$ cat src/rtl/lock_if.sv
// Keypad lock pin bundle: code switches and buttons in, lock status out.
interface lock_if #(
    parameter int unsigned PW_WIDTH = 7
);
    logic [PW_WIDTH-1:0] code_in;
    logic                set_btn;
    logic                enter_btn;
    logic [2:0]          state_o;
    logic                open_o;
    logic                alarm_o;
    logic                blink_o;
    logic [1:0]          fail_cnt_o;

    modport master (
        output code_in, set_btn, enter_btn,
        input  state_o, open_o, alarm_o, blink_o, fail_cnt_o
    );

    modport slave (
        input  code_in, set_btn, enter_btn,
        output state_o, open_o, alarm_o, blink_o, fail_cnt_o
    );
endinterface

$ cat src/rtl/lock_sequencer.sv
// Keypad lock controller: button synchronizers, lock FSM, password store,
// failed-attempt counter and the shared open/entry/alarm window timer.
module lock_sequencer #(
    parameter int unsigned PW_WIDTH     = 7,
    parameter int unsigned MAX_TRIES    = 3,
    parameter logic [15:0] OPEN_CYCLES  = 16'd50000,
    parameter logic [15:0] ENTRY_CYCLES = 16'd50000,
    parameter logic [15:0] ALARM_CYCLES = 16'd50000,
    parameter logic [15:0] BLINK_HALF   = 16'd100
) (
    input  logic  clk,
    input  logic  rst_n,
    lock_if.slave bus
);

    localparam int unsigned TIMER_W = 16;
    localparam int unsigned FAIL_W  = 2;
    localparam int unsigned SYNC_W  = 3;

    typedef enum logic [2:0] {
        ST_IDLE  = 3'b000,
        ST_SET   = 3'b001,
        ST_OPEN  = 3'b010,
        ST_ALARM = 3'b011,
        ST_INPUT = 3'b100
    } state_t;

    state_t               state_q, state_d;
    logic [TIMER_W-1:0]   timer_q, timer_d;
    logic [TIMER_W-1:0]   bcnt_q, bcnt_d;
    logic [PW_WIDTH-1:0]  pw_q, pw_d;
    logic [FAIL_W-1:0]    fail_q, fail_d;
    logic                 blink_q, blink_d;
    logic                 open_q, open_d;
    logic                 alarm_q, alarm_d;
    logic [SYNC_W-1:0]    enter_sync, set_sync;

    logic                 enter_p_c;
    logic                 set_p_c;
    logic                 expired_c;
    logic [FAIL_W-1:0]    fail_inc_c;

    // Two-flop synchronizers plus an edge-detect flop per button.
    always_ff @(posedge clk or negedge rst_n) begin
        if (!rst_n) begin
            enter_sync <= '0;
            set_sync   <= '0;
        end else begin
            enter_sync <= {enter_sync[SYNC_W-2:0], bus.enter_btn};
            set_sync   <= {set_sync[SYNC_W-2:0], bus.set_btn};
        end
    end

    // Enter has priority: a set pulse in the same cycle is dropped.
    assign enter_p_c  = enter_sync[1] & ~enter_sync[2];
    assign set_p_c    = set_sync[1] & ~set_sync[2] & ~enter_p_c;
    assign expired_c  = (timer_q == '0);
    assign fail_inc_c = fail_q + FAIL_W'(1);

    // State, timers, password and status registers.
    always_ff @(posedge clk or negedge rst_n) begin
        if (!rst_n) begin
            state_q <= ST_IDLE;
            timer_q <= '0;
            bcnt_q  <= '0;
            pw_q    <= '0;
            fail_q  <= '0;
            blink_q <= 1'b0;
            open_q  <= 1'b0;
            alarm_q <= 1'b0;
        end else begin
            state_q <= state_d;
            timer_q <= timer_d;
            bcnt_q  <= bcnt_d;
            pw_q    <= pw_d;
            fail_q  <= fail_d;
            blink_q <= blink_d;
            open_q  <= open_d;
            alarm_q <= alarm_d;
        end
    end

    // Next-state, timer reloads, password/fail updates and blink generation.
    always_comb begin
        state_d = state_q;
        timer_d = expired_c ? '0 : timer_q - TIMER_W'(1);
        pw_d    = pw_q;
        fail_d  = fail_q;
        blink_d = 1'b0;
        bcnt_d  = '0;

        case (state_q)
            ST_IDLE: begin
                if (enter_p_c) begin
                    state_d = ST_INPUT;
                    timer_d = ENTRY_CYCLES - TIMER_W'(1);
                end
            end
            ST_INPUT: begin
                if (enter_p_c) begin
                    if (bus.code_in == pw_q) begin
                        state_d = ST_OPEN;
                        timer_d = OPEN_CYCLES - TIMER_W'(1);
                        fail_d  = '0;
                    end else begin
                        fail_d = fail_inc_c;
                        if (fail_inc_c == FAIL_W'(MAX_TRIES)) begin
                            state_d = ST_ALARM;
                            timer_d = ALARM_CYCLES - TIMER_W'(1);
                        end else begin
                            state_d = ST_IDLE;
                        end
                    end
                end else if (expired_c) begin
                    state_d = ST_IDLE;
                end
            end
            ST_OPEN: begin
                if (enter_p_c) begin
                    state_d = ST_IDLE;
                end else if (set_p_c) begin
                    state_d = ST_SET;
                end else if (expired_c) begin
                    state_d = ST_IDLE;
                end
            end
            ST_SET: begin
                if (set_p_c) begin
                    pw_d    = bus.code_in;
                    state_d = ST_IDLE;
                end else if (enter_p_c) begin
                    state_d = ST_IDLE;
                end
            end
            ST_ALARM: begin
                if (expired_c) begin
                    state_d = ST_IDLE;
                    fail_d  = '0;
                end
            end
            default: state_d = ST_IDLE;
        endcase

        if (state_d == ST_ALARM) begin
            if (state_q != ST_ALARM) begin
                blink_d = 1'b1;
                bcnt_d  = BLINK_HALF - TIMER_W'(1);
            end else if (bcnt_q == '0) begin
                blink_d = ~blink_q;
                bcnt_d  = BLINK_HALF - TIMER_W'(1);
            end else begin
                blink_d = blink_q;
                bcnt_d  = bcnt_q - TIMER_W'(1);
            end
        end

        open_d  = (state_d == ST_OPEN);
        alarm_d = (state_d == ST_ALARM);
    end

    assign bus.state_o    = state_q;
    assign bus.open_o     = open_q;
    assign bus.alarm_o    = alarm_q;
    assign bus.blink_o    = blink_q;
    assign bus.fail_cnt_o = fail_q;

endmodule

$ cat src/flat_wrapper.sv
// flat-port wrapper written by rule: the top's interface ports become plain ports
module lock_sequencer_flat 
#(
    parameter int unsigned PW_WIDTH     = 7,
    parameter int unsigned MAX_TRIES    = 3,
    parameter logic [15:0] OPEN_CYCLES  = 16'd50000,
    parameter logic [15:0] ENTRY_CYCLES = 16'd50000,
    parameter logic [15:0] ALARM_CYCLES = 16'd50000,
    parameter logic [15:0] BLINK_HALF   = 16'd100
)
  (clk, rst_n, bus_code_in, bus_set_btn, bus_enter_btn, bus_state_o, bus_open_o, bus_alarm_o, bus_blink_o, bus_fail_cnt_o);
  lock_if #(.PW_WIDTH(PW_WIDTH)) bus_i ();
  input  logic clk;
  input  logic rst_n;
  input wire logic [$bits(bus_i.code_in)-1:0] bus_code_in;
  input wire logic [$bits(bus_i.set_btn)-1:0] bus_set_btn;
  input wire logic [$bits(bus_i.enter_btn)-1:0] bus_enter_btn;
  output wire logic [$bits(bus_i.state_o)-1:0] bus_state_o;
  output wire logic [$bits(bus_i.open_o)-1:0] bus_open_o;
  output wire logic [$bits(bus_i.alarm_o)-1:0] bus_alarm_o;
  output wire logic [$bits(bus_i.blink_o)-1:0] bus_blink_o;
  output wire logic [$bits(bus_i.fail_cnt_o)-1:0] bus_fail_cnt_o;
  assign bus_i.code_in = bus_code_in;
  assign bus_i.set_btn = bus_set_btn;
  assign bus_i.enter_btn = bus_enter_btn;
  assign bus_state_o = bus_i.state_o;
  assign bus_open_o = bus_i.open_o;
  assign bus_alarm_o = bus_i.alarm_o;
  assign bus_blink_o = bus_i.blink_o;
  assign bus_fail_cnt_o = bus_i.fail_cnt_o;
  lock_sequencer #(.PW_WIDTH(PW_WIDTH), .MAX_TRIES(MAX_TRIES), .OPEN_CYCLES(OPEN_CYCLES), .ENTRY_CYCLES(ENTRY_CYCLES), .ALARM_CYCLES(ALARM_CYCLES), .BLINK_HALF(BLINK_HALF)) u_core (.clk(clk), .rst_n(rst_n), .bus(bus_i));
endmodule
$ cat config.mk
export PLATFORM = sky130hd
export DESIGN_NAME = lock_sequencer_flat
export DESIGN_NICKNAME = d
export VERILOG_FILES = /design/src/rtl/lock_if.sv /design/src/rtl/lock_sequencer.sv /design/src/flat_wrapper.sv
export SDC_FILE = /design/constraint.sdc
export NUM_CORES = 1
export LEC_CHECK = 0
export CAP_MARGIN = 20
export CORE_MARGIN = 2
export CORE_UTILIZATION = 58
export CTS_CLUSTER_DIAMETER = 150
export DETAILED_ROUTE_END_ITERATION = 12
export PLACE_DENSITY = 0.79
export SETUP_SLACK_MARGIN = 0.15
export SYNTH_ARGS = -nofsm -noshare
export SYNTH_HDL_FRONTEND = slang
export SYNTH_SLANG_ARGS = --single-unit
$ cat constraint.sdc
create_clock -name clk -period 2.4 [get_ports clk]
set_clock_uncertainty 0.15 [all_clocks]
set_input_delay 0.48 -clock clk [delete_from_list [all_inputs] [get_ports clk]]
set_output_delay 0.48 -clock clk [all_outputs]
set_load 0.05 [all_outputs]
==> summary.txt <==
Worst setup path
  • CP required: 1770 ps
  • CP top delay family: buffers and inverters
  • WP buf/inv: 1
  • Slowest CP cell: clkdlybuf4s50_1
  • Cells along the critical path: clkdlybuf4s50_1
  • Peak fanout along the critical path: 4
  • Startpoint types: flip-flop
  • R2R Setup Slk: 300 ps
  • Terminus of the critical flop-to-flop path: u_core.bcnt_q[2]
  • Slowest Stage Delay on Critical Path: 820 ps
  • Critical Path Sink Type: primary output
  • Worst r2r path cells: 5
  • WS Path Type: flip-flop to primary output
  • Critical R2R Launch: u_core.timer_q[7]
  • WP data arrival: 1520 ps

GRT
  • GRT Total Usage: 0.190
  • Largest net degree at the start of global routing: 54
  • First-pass GRT wire length: 7490 µm
  • Antenna violations before repair: 0
  • Vias in the first global route: 1,674
  • Total gr overflow: 0

Finish
  • Final Non-Filler Cells: 319
  • Synth-to-layout area growth: 14.1%
  • Post-route cell area: 0.00290 mm²
  • Nets@finish: 282
  • Layout cells sized above 1: 0.127
  • Antenna fix cells: 0

Timing
  • Least-Margin Pin Slew: 635 ps
  • Hold WS: 128 ps
  • Worst rel slew slack: 0.576
  • Post-layout minimum cycle time: 2150 ps
  • Fin. max-slew vios: 0
  • Setup Viol. Count Final: 0
  • Fin. Hold Viols: 0
  • Setup_tns: 0 ps
  • Unrepaired setup endpoints after global routing: no
  • Max Clock Freq: 466 MHz
  • Period utilisation layout: 0.894

Worst hold path
  • Hold crit path type: input pin to asynchronous set/reset pin

Yosys
  • Yosys top cell area share: 0.522
  • Seq cells post-synth: 53
  • Distinct cell type count after synthesis: 44
  • Top cells by count, synth: 53 x dfrtp_1, 35 x nor2_1, 21 x xor2_1
  • Ys flop type: dfrtp_1
  • Cells after Synth: 237
  • Cell area after synthesis: 0.00254 mm²
  • Post-Syn Nets: 253
  • Async set-or-reset flop fraction in the synthesized netlist: 1.00
  • Synth warn: 0
  • Synth area leader: dfrtp_1
  • EDFF count, synth: 0
  • Synth Area per Inst: 10.7 µm²
  • Most numerous cell in the Yosys netlist: dfrtp_1
  • Register area share after synthesis: 0.522
  • Top post-synthesis cells by area: dfrtp_1 52%, xor2_1 7.2%, nor2_1 5.2%

Floorplanning
  • # IOs: 19
  • Die Y: 70.2 µm
  • Initial core utilization: 0.592
  • Die area: 0.00493 mm²
  • Row count: 24
  • Chip width: 70.2 µm
  • CORE AREA: 0.00429 mm²

Clock network
  • TritonCTS clock tree: done
  • Root buffer cell: clkbuf_8
  • Latest clock arrival within the worst-skew pair: 300 ps
  • CTS Buf Count: 5
  • CTS clk-pin slew, worst paths: 90 ps
  • H-tree Lvls: 2
  • Clock buffer depth: 2
  • Setup bufs post-CTS: 0
  • # clock sinks: 53

Detailed routing
  • Initial DRC count: 50
  • DRT antenna net count: 0
  • Total wire length: 4300 µm
  • Pre-antenna DRT Iters: 4
  • WL per Instance: 13.5 µm
  • DR vias: 1,687
  • Number of remaining DRC errors: 0
  • DR vias/cell: 5.29

Run status
  • Status: complete, no violations

Placement
  • Dpl hpwl: 3080 µm
  • GPL Wtd Cong: 0.761
  • PortBufs: 18
  • Placed Cells incl. Taps: 311
  • Placement Cell Area: 0.00281 mm²

Pwr
  • Pwr dens: 804 mW/mm²
  • Max VDD drop: 0.515 mV
  • Leakage power figure: 0.00145 µW

Flow run
  • Maxcap violations: 0
==> power by group <==
| group | switching, µW | internal (µW) | total [µW] |
|---|---|---|---|
| Sequential | 155 | 1030 | 1190 |
| Clock | 277 | 202 | 479 |
| Combinational | 375 | 288 | 663 |
| Total | 807 | 1520 | 2330 |
==> worst max-delay path by stage <==
stage | cells after the start | endpoint | startpoint | slack (ps)
2_1_floorplan | 5 | u_core.timer_q[10] | u_core.bus.state_o[1] | 260
3_3_place_gp | 8 | u_core.bcnt_q[0] | bus_code_in[0] | 100
3_5_place_dp | 8 | u_core.bus.open_o | bus_code_in[0] | 40
4_1_cts | 1 | bus_state_o[0] | u_core.bus.state_o[0] | 160
5_1_grt | 5 | u_core.bcnt_q[8] | u_core.timer_q[7] | 170
6_report | 1 | bus_fail_cnt_o[0] | u_core.bus.fail_cnt_o[0] | 250
==> cell type report <==
cell class / instances / area (µm²)
repair buffers: 25 / 228
multi-input cells: 173 / 1160
clock inverters: 3 / 17.5
clock buffers: 5 / 68.8
well taps: 52 / 65.1
inverters: 8 / 30.0
fillers: 347 / 1390
flip-flops and latches: 53 / 1330
==> stage by stage <==
stage	worst slack [ps]	utilization	total power, µW
after global routing	167	0.675	2490
after global placement	104	0.655	1860
final	254	0.675	2330
after CTS	158	0.675	2360
after floorplan	256	-	1670
after detailed placement	35.1	0.655	1880
==> layout by cell type (no fill, tap or decap), types with 7 or more instances in the layout <==
| cell | count |
|---|---|
| clkdlybuf4s50_1 | 14 |
| nand3_1 | 8 |
| inv_1 | 7 |
| buf_4 | 7 |
| xor2_1 | 21 |
| nor3_1 | 8 |
| xnor2_1 | 13 |
| nor2_1 | 35 |
| nand2_1 | 13 |
| dfrtp_1 | 53 |
| mux2_2 | 7 |
| o21ai_0 | 10 |
| a21oi_1 | 9 |
==> layer usage <==
layer,track usage,wire (µm),up-vias
met2,0.310,2050,15
li1,-,-,864
met1,0.256,2110,803
met5,0,0,-
met4,0.0641,57,0
met3,0.0390,84,5
==> registers in the layout, indices dropped and copies added, names as in the netlist <==
register	count
u_core.bus.blink_o	1
u_core.bus.open_o	1
u_core.bus.alarm_o	1
u_core.set_sync	3
u_core.bus.fail_cnt_o	2
u_core.bus.state_o	3
u_core.bcnt_q	16
u_core.timer_q	16
u_core.pw_q	7
u_core.enter_sync	3
==> what timing repair did <==
action / 4_1_cts / 5_1_grt
gates resized for setup: 2 / 1
endpoints found under the setup margin: 2 / 1
hold buffers: 0 / 0
==> cell families after synthesis <==
family                   Yosys count  synth area share
XOR/XNOR                          34             0.117
AO/OA/AOI/OAI                     25            0.0625
AND/OR/NAND/NOR                  101             0.219
adder cells (fa/ha/maj)            5            0.0246
buffers and inverters             11            0.0197
flip-flops                        53             0.522
multiplexers                       8            0.0350
Power figures use the tool's default switching activity.
